$ cat src/rtl/fcmp_pipe.sv
// Two-stage pipelined FP compare / min-max stage (FEQ/FLT/FLE/FMIN/FMAX) around fcmp_core.
// Define FCMP_CLASS_EN to add FCLASS on op 5; otherwise op 5 is treated as reserved.
module fcmp_pipe #(
  parameter int unsigned EXPWIDTH  = 8,
  parameter int unsigned PRECISION = 24,
  parameter int unsigned CTRLWIDTH = 16
) (
  input  logic                          clk,
  input  logic                          rst_n,
  input  logic                          in_valid_i,
  output logic                          in_ready_o,
  input  logic [2:0]                    op_i,
  input  logic [EXPWIDTH+PRECISION-1:0] a_i,
  input  logic [EXPWIDTH+PRECISION-1:0] b_i,
  input  logic [CTRLWIDTH-1:0]          ctrl_i,
  output logic                          out_valid_o,
  input  logic                          out_ready_i,
  output logic [EXPWIDTH+PRECISION-1:0] result_o,
  output logic [4:0]                    fflags_o,
  output logic [CTRLWIDTH-1:0]          ctrl_o
);
  localparam int unsigned W = EXPWIDTH + PRECISION;
  localparam int unsigned F = PRECISION - 1;

  typedef enum logic [2:0] {
    OP_FEQ    = 3'd0,
    OP_FLT    = 3'd1,
    OP_FLE    = 3'd2,
    OP_FMIN   = 3'd3,
    OP_FMAX   = 3'd4,
    OP_FCLASS = 3'd5
  } op_e;

  logic                 r_s1_valid, r_s2_valid;
  logic [2:0]           r_op;
  logic [W-1:0]         r_a, r_b, r_res;
  logic [CTRLWIDTH-1:0] r_ctrl1, r_ctrl2;
  logic [4:0]           r_flags;

  logic         w_s1_en, w_s2_en;
  logic         w_sig, w_eq, w_le, w_lt;
  logic [4:0]   w_cflags, w_flags;
  logic [W-1:0] w_res, w_qnan;
  logic         w_a_nan, w_b_nan, w_both_zero, w_is_min;

  assign w_s2_en     = !r_s2_valid || out_ready_i;
  assign w_s1_en     = !r_s1_valid || w_s2_en;
  assign in_ready_o  = w_s1_en;
  assign out_valid_o = r_s2_valid;
  assign result_o    = r_res;
  assign fflags_o    = r_flags;
  assign ctrl_o      = r_ctrl2;

  assign w_sig = (r_op == OP_FLT) || (r_op == OP_FLE);

  fcmp_core #(
    .EXPWIDTH (EXPWIDTH),
    .PRECISION(PRECISION)
  ) u_core (
    .a_i        (r_a),
    .b_i        (r_b),
    .signaling_i(w_sig),
    .eq_o       (w_eq),
    .le_o       (w_le),
    .lt_o       (w_lt),
    .fflags_o   (w_cflags)
  );

  assign w_a_nan     = (&r_a[W-2:F]) && (|r_a[F-1:0]);
  assign w_b_nan     = (&r_b[W-2:F]) && (|r_b[F-1:0]);
  assign w_both_zero = (r_a[W-2:0] == '0) && (r_b[W-2:0] == '0);
  assign w_is_min    = (r_op == OP_FMIN);
  assign w_qnan      = {1'b0, {EXPWIDTH{1'b1}}, 1'b1, {(PRECISION-2){1'b0}}};

`ifdef FCMP_CLASS_EN
  logic       w_exp_one, w_exp_zero, w_frac_zero, w_sgn;
  logic [9:0] w_class;
  assign w_sgn       = r_a[W-1];
  assign w_exp_one   = &r_a[W-2:F];
  assign w_exp_zero  = ~|r_a[W-2:F];
  assign w_frac_zero = ~|r_a[F-1:0];
  assign w_class = {
    w_exp_one && !w_frac_zero && r_a[F-1],
    w_exp_one && !w_frac_zero && !r_a[F-1],
    !w_sgn && w_exp_one && w_frac_zero,
    !w_sgn && !w_exp_one && !w_exp_zero,
    !w_sgn && w_exp_zero && !w_frac_zero,
    !w_sgn && w_exp_zero && w_frac_zero,
    w_sgn && w_exp_zero && w_frac_zero,
    w_sgn && w_exp_zero && !w_frac_zero,
    w_sgn && !w_exp_one && !w_exp_zero,
    w_sgn && w_exp_one && w_frac_zero
  };
`endif

  always_comb begin
    w_res   = '0;
    w_flags = '0;
    case (r_op)
      OP_FEQ: begin
        w_res   = {{(W-1){1'b0}}, w_eq};
        w_flags = w_cflags;
      end
      OP_FLT: begin
        w_res   = {{(W-1){1'b0}}, w_lt};
        w_flags = w_cflags;
      end
      OP_FLE: begin
        w_res   = {{(W-1){1'b0}}, w_le};
        w_flags = w_cflags;
      end
      OP_FMIN, OP_FMAX: begin
        w_flags = w_cflags;
        if (w_a_nan && w_b_nan)   w_res = w_qnan;
        else if (w_a_nan)         w_res = r_b;
        else if (w_b_nan)         w_res = r_a;
        // Signed zeros compare equal, so pick by sign: min wants the negative one.
        else if (w_both_zero)     w_res = (w_is_min == r_a[W-1]) ? r_a : r_b;
        else if (w_is_min)        w_res = w_lt ? r_a : r_b;
        else                      w_res = w_le ? r_b : r_a;
      end
`ifdef FCMP_CLASS_EN
      OP_FCLASS: w_res = {{(W-10){1'b0}}, w_class};
`endif
      default: ;
    endcase
  end

  always_ff @(posedge clk or negedge rst_n) begin
    if (!rst_n) begin
      r_s1_valid <= 1'b0;
      r_op       <= '0;
      r_a        <= '0;
      r_b        <= '0;
      r_ctrl1    <= '0;
    end else if (w_s1_en) begin
      r_s1_valid <= in_valid_i;
      if (in_valid_i) begin
        r_op    <= op_i;
        r_a     <= a_i;
        r_b     <= b_i;
        r_ctrl1 <= ctrl_i;
      end
    end
  end

  always_ff @(posedge clk or negedge rst_n) begin
    if (!rst_n) begin
      r_s2_valid <= 1'b0;
      r_res      <= '0;
      r_flags    <= '0;
      r_ctrl2    <= '0;
    end else if (w_s2_en) begin
      r_s2_valid <= r_s1_valid;
      if (r_s1_valid) begin
        r_res   <= w_res;
        r_flags <= w_flags;
        r_ctrl2 <= r_ctrl1;
      end
    end
  end
endmodule

// IEEE-754 comparator: quiet/signaling eq, le, lt with NV flag generation.
module fcmp_core #(
  parameter int unsigned EXPWIDTH  = 8,
  parameter int unsigned PRECISION = 24
) (
  input  logic [EXPWIDTH+PRECISION-1:0] a_i,
  input  logic [EXPWIDTH+PRECISION-1:0] b_i,
  input  logic                          signaling_i,
  output logic                          eq_o,
  output logic                          le_o,
  output logic                          lt_o,
  output logic [4:0]                    fflags_o
);
  localparam int unsigned W = EXPWIDTH + PRECISION;
  localparam int unsigned F = PRECISION - 1;

  logic w_a_nan, w_b_nan, w_a_snan, w_b_snan, w_any_nan, w_any_snan;
  logic w_both_zero, w_mag_lt, w_mag_gt, w_eq_raw, w_lt_raw, w_nv;

  assign w_a_nan     = (&a_i[W-2:F]) && (|a_i[F-1:0]);
  assign w_b_nan     = (&b_i[W-2:F]) && (|b_i[F-1:0]);
  assign w_a_snan    = w_a_nan && !a_i[F-1];
  assign w_b_snan    = w_b_nan && !b_i[F-1];
  assign w_any_nan   = w_a_nan || w_b_nan;
  assign w_any_snan  = w_a_snan || w_b_snan;
  assign w_both_zero = (a_i[W-2:0] == '0) && (b_i[W-2:0] == '0);
  assign w_mag_lt    = a_i[W-2:0] < b_i[W-2:0];
  assign w_mag_gt    = a_i[W-2:0] > b_i[W-2:0];
  assign w_eq_raw    = (a_i == b_i) || w_both_zero;

  // Sign-magnitude ordering: negative magnitudes compare inverted.
  always_comb begin
    if (a_i[W-1] != b_i[W-1]) w_lt_raw = a_i[W-1] && !w_both_zero;
    else if (a_i[W-1])        w_lt_raw = w_mag_gt;
    else                      w_lt_raw = w_mag_lt;
  end

  assign w_nv     = signaling_i ? w_any_nan : w_any_snan;
  assign eq_o     = !w_any_nan && w_eq_raw;
  assign lt_o     = !w_any_nan && w_lt_raw;
  assign le_o     = !w_any_nan && (w_lt_raw || w_eq_raw);
  assign fflags_o = {w_nv, 4'b0000};
endmodule

$ cat config.mk
export PLATFORM = sky130hd
export DESIGN_NAME = fcmp_pipe
export DESIGN_NICKNAME = d
export VERILOG_FILES = /design/src/rtl/fcmp_pipe.sv
export SDC_FILE = /design/constraint.sdc
export NUM_CORES = 1
export LEC_CHECK = 0
export CAP_MARGIN = 20
export CELL_PAD_IN_SITES_DETAIL_PLACEMENT = 1
export CELL_PAD_IN_SITES_GLOBAL_PLACEMENT = 1
export CORE_AREA = 3 3 136 138
export CTS_CLUSTER_SIZE = 20
export DETAILED_ROUTE_END_ITERATION = 8
export DIE_AREA = 0 0 139 141
export MAX_ROUTING_LAYER = met4
export PLACE_DENSITY_LB_ADDON = 0.1
export SYNTH_ARGS = -nofsm -noshare
export SYNTH_HDL_FRONTEND = slang
export SYNTH_SLANG_ARGS = --single-unit
$ cat constraint.sdc
create_clock -name clk -period 4.5 [get_ports clk]
set_input_delay 1.35 -clock clk [delete_from_list [all_inputs] [get_ports clk]]
set_output_delay 1.35 -clock clk [all_outputs]
set_load 0.02 [all_outputs]
==> impl_metrics.csv, run 1 <==
group,metric,value,unit
outcome,status,"finished, final reports clean",
sta,setup_viol,0,
synth,ys_seq_elements,134,
route,num_vias,5618,
critical_path,max_stage_delay,0.65,ns
die,dieHeight,141,um
die,pin_count,142,
final_layout,drive_gt1_share,21.42,%
final_layout,fill_cells,1839,
synth,postSynthAreaPerCell,10.90,um^2
synth,synth_common_cells,"134 x dfrtp_1, 98 x nand2_1, 83 x mux2_2",
die,rows,48,
critical_path,worstPathRequired,3.15,ns
synth,syn_area,0.006964,mm^2
die,dieArea,0.01960,mm^2
flow_run,maxCapViolCount,0,
sta,fin_setup_tns,0,ns
place,gp_congestion,0.8535,
sta,fin_crit_sh,89.51,%
global_routing,grt_max_degree,75,
sta,period_minus_slack,4.028,ns
sta,rsz0062_at_grt,"false",
clocking,cts.htree.levels,4,
min_path,min_path_type,"reg -> reg",
sta,drv_slew,0,
synth,synth_edf_count,0,
place,hpwl,15040,um
global_routing,grt_pass1_wl,34670,um
clocking,cts_resized,0,
place,io_buffers,137,
die,die_w,139,um
clocking,cts_setup_buffers,0,
synth,async_reset_ff_share,100.0,%
sta,holdWs,0.4640,ns
power_and_ir_drop,peakVddDrop,0.0002906,V
final_layout,diodes,0,
critical_path,path_buf_inv,2,
synth,synth.most_common_cell,"dfrtp_1",
critical_path,critPathSlowestCell,"clkdlybuf4s50_1",
critical_path,cp_max_fo,3,
final_layout,syn2layout_area_growth,31.94,%
clocking,clk_latency,0.43,ns
critical_path,critPathKind,"in -> out",
sta,tightest_slew,0.8542,ns
critical_path,crit_path_end,"in_ready_o",
global_routing,antenna_found_initial,0,
synth,synth_top_area_cell,"dfrtp_1",
synth,yosysWarnings,0,
final_layout,utilization,53.13,%
sta,slew_headroom,42.45,%
power_and_ir_drop,p_per_area,460.1,mW/mm^2
die,start_util,40.26,%
global_routing,overflow,0,
global_routing,first_global_vias,6315,
critical_path,worst-path-stages,3,
critical_path,r2r_end,"result_o[17]",
critical_path,ff2ff_path_depth,11,
power_and_ir_drop,p_leak,3.970,nW
clocking,cts_tree,"built",
route,drt_iter0_drc,277,
clocking,cts_made_buffers,17,
synth,synth.area.top_cells,"dfrtp_1 48%, mux2_2 13%, ha_1 5.6%, nand2_1 5.3%, o221ai_2 4.1%",
final_layout,num-nets-final,895,
die,core,0.01730,mm^2
clocking,cts_num_sinks,134,
critical_path,cp.arrival,2.68,ns
sta,clock.fmax,248.3,MHz
route,first_pass_iters,4,
route,ant_nets,0,
critical_path,timing.critical_path.from_type,"input port",
sta,hold_viol,0,
critical_path,path_common_cell,"clkdlybuf4s50_1",
critical_path,crit_chain,"clkdlybuf4s50_1 -> nand3b_1 -> clkdlybuf4s50_1",
route,drc,0,
synth,synth_top_area_share,48.15,%
clocking,cts_root_buffer,"clkbuf_16",
clocking,cts.hold.buffers_added,0,
route,drt_wl_total,21180,um
global_routing,grt_usage,22.83,%
critical_path,r2r-start,"r_b[24]",
synth,synthCells,639,
critical_path,endpoint_kind,"primary output",
critical_path,path_delay_family,"buffers and inverters",
route,wl_per_cell,20.89,um
critical_path,crit_start,"out_ready_i",
sta,finalClockSkew,0.01351,ns
clocking,clk_pin_slew_worst_paths,0.06,ns
synth,synthFlopType,"dfrtp_1",
clocking,cts_buffer_depth,2,
critical_path,worst-r2r-setup-slack,0.57,ns
synth,synth-seq-area-share,48.15,%
power_and_ir_drop,power,4.228,mW
synth,synth_cell_types,59,
route,vias_per_cell,5.540,
layout by cell type, fill, tap and decap left out, types with 3 or more instances in the layout:
master / n
ha_1: 31
and3_1: 3
clkbuf_8: 3
o211ai_1: 5
nand2_1: 96
o21a_1: 3
nand2b_1: 6
a32oi_1: 3
o21ai_0: 15
nor3_1: 7
clkbuf_16: 17
nand4_1: 12
nor2_1: 18
o221a_2: 9
a41oi_1: 6
clkdlybuf4s50_1: 136
mux2_2: 83
o21ba_2: 3
nor4_1: 15
clkinv_2: 3
a211oi_1: 4
o221ai_2: 19
inv_1: 52
o31a_1: 12
dfrtp_1: 134
nand3_1: 8
clkinv_4: 3
conb_1: 4
a21oi_1: 15
buf_4: 12
registers in the layout, summed over array words and instances (netlist names):
register	flops
r_a	32
r_b	32
out_valid_o	1
r_s1_valid	1
r_ctrl1	16
fflags_o	1
r_op	3
result_o	32
ctrl_o	16
worst reg2reg max path: stages (launching register included):
cell      delay (ns)
dfrtp_1         0.46
inv_1           0.14
ha_1            0.33
nand4_1         0.19
nor4_2          0.49
a31oi_1         0.21
a21boi_1        0.18
a211o_1         0.47
or4_4           0.56
a311o_1         0.40
buf_4           0.23
o221ai_1        0.18
cells by family (layout without fill, tap and decap cells):
family                     Yosys count  count (layout)  synth area share, %
buffers and inverters               86             233                5.103
and+or+nand+nor                    183             183                12.47
AOI/OAI and AO/OA                  121             121                15.24
other                                1               4              0.05385
adders and majority gates           31              31                5.570
DFF                                134             134                48.15
muxes                               83              83                13.42
layer usage:
layer | wire, um | track usage (%) | vias to the layer above | share of wire (%)
li1 | - | - | 2590 | -
met1 | 9502 | 28.20 | 2871 | 45
met2 | 10470 | 38.07 | 132 | 49
met3 | 911 | 5.224 | 25 | 4.3
met4 | 303 | 6.128 | 0 | 1.4
met5 | 0 | - | - | 0
layout make-up:
| type | count | area [um^2] | area share, % |
|---|---|---|---|
| repair buffers | 150 | 1483 | 16.14 |
| flip-flops and latches | 134 | 3353 | 36.49 |
| well taps | 225 | 281.5 | 3.064 |
| clock inverters | 11 | 125.1 | 1.362 |
| multi-input cells | 422 | 3284 | 35.74 |
| clock buffers | 20 | 466.7 | 5.079 |
| inverters | 52 | 195.2 | 2.124 |
per-stage QoR:
step | cells | cell area (um^2) | setup WS (ns)
CTS | 1013 | 9181 | 0.4741
global route | 1014 | 9189 | 0.4185
floorplan | 642 | 6975 | 1.384
global placement | 982 | 8589 | 0.5138
detailed placement | 982 | 8589 | 0.4757
finish | 1014 | 9189 | 0.4719
worst min-delay path by stage:
stage           startpoint          to  slack, ns  cells past startpoint
4_1_cts        r_ctrl1[13]  ctrl_o[13]       0.46                      2
6_report       r_ctrl1[13]  ctrl_o[13]       0.46                      2
3_5_place_dp   r_ctrl1[13]  ctrl_o[13]       0.46                      2
2_1_floorplan   r_ctrl1[0]   ctrl_o[0]       0.43                      2
3_3_place_gp   r_ctrl1[11]  ctrl_o[11]       0.44                      2
5_1_grt        r_ctrl1[13]  ctrl_o[13]       0.48                      2
power breakdown:
part           switching [mW]  internal [mW]
clock network           0.541          0.857
registers               0.211           1.42
logic                   0.611          0.587
total                    1.36           2.86
Power figures use the tool's default switching activity.
==> run 2: changes to the inputs <==
GPL_TIMING_DRIVEN = 0   (was not set)
==> impl_metrics.csv, run 2 (synthesis results as in run 1) <==
group,metric,value,unit
sta,fin_setup_tns,0,ns
critical_path,cp_max_fo,10,
route,drt_iter0_drc,277,
critical_path,timing.critical_path.from_type,"flop",
final_layout,utilization,53.48,%
global_routing,antenna_found_initial,0,
place,gp_congestion,0.8514,
sta,slew_headroom,38.23,%
sta,setup_viol,0,
route,first_pass_iters,4,
clocking,cts_tree,"built",
final_layout,final_common_cell,"clkdlybuf4s50_1",
clocking,cts_buffer_depth,2,
power_and_ir_drop,p_per_area,460.8,mW/mm^2
die,start_util,40.26,%
critical_path,critPathKind,"reg -> reg",
flow_run,maxCapViolCount,0,
sta,holdWs,0.4699,ns
place,hpwl,16440,um
clocking,cts.htree.levels,4,
clocking,clk_pin_slew_worst_paths,0.06,ns
power_and_ir_drop,power,4.262,mW
die,rows,48,
clocking,clk_latency,0.43,ns
die,pin_count,142,
final_layout,syn2layout_area_growth,32.82,%
final_layout,diodes,0,
sta,drv_slew,0,
clocking,cts_root_buffer,"clkbuf_16",
power_and_ir_drop,peakVddDrop,0.0002806,V
critical_path,critPathSlowestCell,"or4_1",
sta,finalClockSkew,0.01481,ns
clocking,cts_made_buffers,17,
route,vias_per_cell,5.470,
critical_path,worstPathRequired,4.79,ns
global_routing,grt_max_degree,90,
die,dieHeight,141,um
die,die_w,139,um
route,drt_wl_total,22150,um
final_layout,final_cell_mix,"136 x clkdlybuf4s50_1, 134 x dfrtp_1, 98 x nand2_1, 83 x mux2_2, 52 x inv_1",
critical_path,endpoint_kind,"flop",
critical_path,cp.arrival,4.42,ns
sta,period_minus_slack,4.129,ns
final_layout,drive_gt1_share,19.95,%
clocking,cts_num_sinks,134,
clocking,cts_setup_buffers,0,
route,num_vias,5672,
min_path,min_path_type,"reg -> reg",
critical_path,max_stage_delay,0.62,ns
clocking,cts_resized,0,
final_layout,fin_area,0.009250,mm^2
route,ant_nets,0,
sta,fin_crit_sh,91.75,%
global_routing,first_global_vias,6422,
global_routing,overflow,0,
global_routing,grt_pass1_wl,35580,um
global_routing,grt_usage,23.91,%
sta,clock.fmax,242.2,MHz
final_layout,num-nets-final,917,
critical_path,crit_chain,"inv_1 -> ha_1 -> nand4_2 -> or4_1 -> a31oi_1 -> a211o_1 -> clkbuf_1 -> o21ai_1 -> a41oi_1 -> buf_2 -> o221ai_2",
power_and_ir_drop,p_leak,3.976,nW
sta,rsz0062_at_grt,"false",
die,dieArea,0.01960,mm^2
sta,hold_viol,0,
die,core,0.01730,mm^2
place,placedInstanceArea,0.008657,mm^2
sta,tightest_slew,0.9168,ns
route,wl_per_cell,21.36,um
clocking,cts.hold.buffers_added,0,
place,io_buffers,137,
outcome,status,"finished, final reports clean",
route,drc,0,
run 2: power by group:
| group | internal [mW] | switching, mW |
|---|---|---|
| Combinational | 0.590 | 0.617 |
| Sequential | 1.42 | 0.213 |
| Clock | 0.830 | 0.593 |
run 2: final timing paths:
| check | startpoint | to | slack (ns) | cells after the start |
|---|---|---|---|---|
| max | r_b[29] | result_o[5] | 0.37 | 11 |
| max reg2reg | r_b[29] | result_o[5] | 0.37 | 11 |
| max in group asynchronous | rst_n | ctrl_o[11] | 2.84 | 2 |
| min reg2reg | r_ctrl1[11] | ctrl_o[11] | 0.47 | 2 |
| min | r_ctrl1[11] | ctrl_o[11] | 0.47 | 2 |
| min in group asynchronous | rst_n | r_a[19] | 0.84 | 1 |
run 2: per-layer routing:
| metal | wire (um) | vias up | GRT usage [%] |
|---|---|---|---|
| li1 | - | 2642 | - |
| met5 | 0 | - | - |
| met4 | 201 | 0 | 5.149 |
| met3 | 1096 | 15 | 5.699 |
| met1 | 9940 | 2895 | 30.47 |
| met2 | 10910 | 120 | 39.22 |
run 2: area by class of cell:
cell class | count | area [um^2]
fillers | 1862 | 8046
flip-flops and latches | 134 | 3353
multi-input cells | 422 | 3267
repair buffers | 138 | 1400
clock buffers | 18 | 429.2
well taps | 225 | 281.5
inverters | 52 | 195.2
clock inverters | 14 | 163.9
plain buffers | 34 | 160.2
run 2: metrics by stage:
| stage | worst slack, ns | instances |
|---|---|---|
| final | 0.3712 | 1037 |
| after global routing | 0.1884 | 1037 |
| after CTS | 0.4452 | 1037 |
| after detailed placement | 0.4899 | 1005 |
| after global placement | -3.211 | 1004 |
| after floorplan | 1.384 | 642 |
run 2: worst max-delay path: cells and delay by family, from the launching register on:
kind	cells	cell delay (ns)
compound gates	5	1.34
buf+inv	3	1.00
flops	1	0.47
fa+ha+maj	1	0.36
simple gates	2	0.80
==> run 3: changes to the inputs <==
CORE_AREA = 3 3 134 136   (was 3 3 136 138)
DIE_AREA = 0 0 137 139   (was 0 0 139 141)
SYNTH_HIERARCHICAL = 1   (was not set)
TNS_END_PERCENT = 20   (was not set)
==> impl_metrics.csv, run 3 <==
group,metric,value,unit
final_layout,num-nets-final,864,
outcome,status,"finished, final reports clean",
flow_run,maxCapViolCount,0,
synth,async_reset_ff_share,100.0,%
synth,synth-seq-area-share,50.16,%
route,drc,0,
global_routing,grt_max_degree,74,
global_routing,grt_pass1_wl,31990,um
min_path,min_path_type,"reg -> reg",
power_and_ir_drop,pwr-share-clk,33.0,%
final_layout,syn2layout_area_growth,34.08,%
final_layout,regArea,0.003453,mm^2
sta,drv_slew,0,
power_and_ir_drop,p_per_area,459.9,mW/mm^2
power_and_ir_drop,seqPwrFrac,40.2,%
power_and_ir_drop,power,4.244,mW
clocking,cts_buffer_depth,2,
clocking,clk_latency,0.43,ns
route,vias_per_cell,5.582,
die,pin_count,142,
sta,clock.fmax,237.9,MHz
sta,fin_crit_sh,93.42,%
final_layout,fin_area,0.009230,mm^2
power_and_ir_drop,peakVddDrop,0.0002927,V
critical_path,endpoint_kind,"flop",
route,wl_per_cell,20.29,um
route,drt_wl_total,19970,um
synth,yosysWarnings,6,
route,first_pass_iters,5,
clocking,cts_made_buffers,17,
synth,synth_top_area_share,50.16,%
sta,setup_viol,0,
sta,rsz0062_at_grt,"false",
critical_path,timing.critical_path.from_type,"flop",
global_routing,grt_usage,22.39,%
sta,period_minus_slack,4.204,ns
final_layout,final_cell_mix,"140 x clkdlybuf4s50_1, 138 x dfrtp_1, 100 x mux2_2, 33 x inv_1, 31 x ha_1",
critical_path,worstPathRequired,4.87,ns
synth,postSynthAreaPerCell,11.87,um^2
power_and_ir_drop,p_switching,1.360,mW
die,dieArea,0.01904,mm^2
die,start_util,40.36,%
final_layout,utilization,54.12,%
final_layout,multi_input_area,0.003192,mm^2
synth,synthCells,580,
die,core,0.01706,mm^2
synth,synthFlopType,"dfrtp_1",
clocking,clk_pin_slew_worst_paths,0.06,ns
final_layout,drive_gt1_share,20.55,%
sta,slew_headroom,47.48,%
place,hpwl,14770,um
clocking,cts_num_sinks,138,
global_routing,antenna_found_initial,0,
synth,synth_cell_types,54,
synth,syn_area,0.006884,mm^2
place,gp_congestion,0.8905,
clocking,cts_tree,"built",
power_and_ir_drop,switching_share,32.05,%
power_and_ir_drop,comb_power_share,26.8,%
power_and_ir_drop,p_int,2.884,mW
sta,hold_viol,0,
global_routing,first_global_vias,5939,
final_layout,diodes,0,
route,num_vias,5493,
synth,synth.area.top_cells,"dfrtp_1 50%, mux2_2 16%, ha_1 5.6%, a22o_1 3.4%, a21o_1 2.9%",
final_layout,final_common_cell,"clkdlybuf4s50_1",
route,drt_iter0_drc,377,
place,placedInstanceArea,0.008617,mm^2
power_and_ir_drop,p_leak,4.110,nW
global_routing,overflow,0,
die,rows,48,
final_layout,fill_cells,1803,
synth,synth_top_area_cell,"dfrtp_1",
clocking,cts.htree.levels,4,
sta,tightest_slew,0.7878,ns
place,io_buffers,141,
clocking,cts_root_buffer,"clkbuf_16",
synth,synth_edf_count,0,
route,ant_nets,0,
synth,synth.most_common_cell,"dfrtp_1",
sta,finalClockSkew,0.008301,ns
synth,synth_common_cells,"138 x dfrtp_1, 100 x mux2_2, 33 x inv_1",
synth,ys_seq_elements,138,
die,die_w,137,um
critical_path,cp.arrival,4.57,ns
critical_path,critPathKind,"reg -> reg",
critical_path,cp_max_fo,10,
die,dieHeight,139,um
## run 3: changes by cell type after synthesis, moves of 9 or more
cell / previous run / this run
mux2_2: 83 / 100
clkbuf_1: 24 / 13
nand2_1: 98 / 20
o221ai_2: 19 / 0
nor4_1: 15 / 30
o221a_2: 9 / 0
a21o_1: 1 / 27
inv_1: 52 / 33
a22o_1: 0 / 27
o31a_1: 12 / 0
## run 3: cell type report
type,count,area share [%]
plain buffers,27,1.437
clock buffers,17,4.609
clock inverters,15,1.803
inverters,33,1.342
multi-input cells,385,34.58
flip-flops and latches,138,37.41
well taps,225,3.050
repair buffers,144,15.77
## run 3: power by group through the flow
stage                     sequential [mW]  combinational (mW)  clock (mW)
after global routing                 1.74                1.23        1.50
after global placement               1.71                1.08           0
after detailed placement             1.73                1.13           0
after floorplan                      1.77               0.531           0
after CTS                            1.71                1.14        1.43
final                                1.71                1.14        1.40
## run 3: worst paths after layout
path	startpoint	to	slack (ns)	cells past startpoint
worst max-delay path	r_b[22]	result_o[12]	0.30	14
worst min-delay path	result_o[30]	result_o[30]	0.50	2
worst max register to register	r_b[22]	result_o[12]	0.30	14
worst min register to register	result_o[30]	result_o[30]	0.50	2
max in group asynchronous	rst_n	r_b[15]	2.82	2
min in group asynchronous	rst_n	fflags_o[2]	0.90	1
## run 3: what timing repair did
action | CTS | global route
hold endpoints to repair | 0 | 0
buffers inserted | 0 | 2
gates resized for setup | 0 | 1
hold buffers | 0 | 0
setup endpoints to repair | 0 | 1
## run 3: cells by family (layout without fill, tap and decap cells)
logic type / Yosys count / count (layout) / share of synthesized area, %
AOI/OAI and AO/OA: 115 / 115 / 12.41
xor gates and xnor gates: 2 / 2 / 0.2545
adders and majority gates: 31 / 31 / 5.634
buffers and inverters: 60 / 236 / 3.726
DFF: 138 / 138 / 50.16
muxes: 105 / 105 / 17.08
other: 1 / 4 / 0.05447
and+or+nand+nor: 128 / 128 / 10.67
## run 3: metrics by stage
stage	setup TNS, ns	hold WS [ns]	setup slack [ns]	cells
after CTS	0	0.5077	0.2604	982
after global placement	-451.65	0.4792	-3.282	949
after floorplan	0	0.4750	1.091	583
after global routing	0	0.5170	0.09081	984
after detailed placement	0	0.4912	0.3271	950
final	0	0.4967	0.2963	984
## run 3: routing by layer
metal / up-vias / routed length, um / GRT usage, %
li1: 2497 / - / -
met1: 2815 / 8814 / 28.96
met2: 159 / 9809 / 35.01
met3: 22 / 1091 / 5.443
met4: 0 / 249 / 6.513
met5: - / 0 / -
## run 3: critical path, cell delays in order, from the launching register on
cell       delay [ns]
dfrtp_1          0.55
inv_1            0.08
ha_1             0.32
a21oi_1          0.14
o21ai_1          0.08
a222oi_1         0.33
or3b_1           0.44
or4_1            0.50
a31oi_1          0.35
o21ai_1          0.31
a2111oi_4        0.41
buf_4            0.20
buf_4            0.19
a22o_1           0.15
a21o_1           0.08
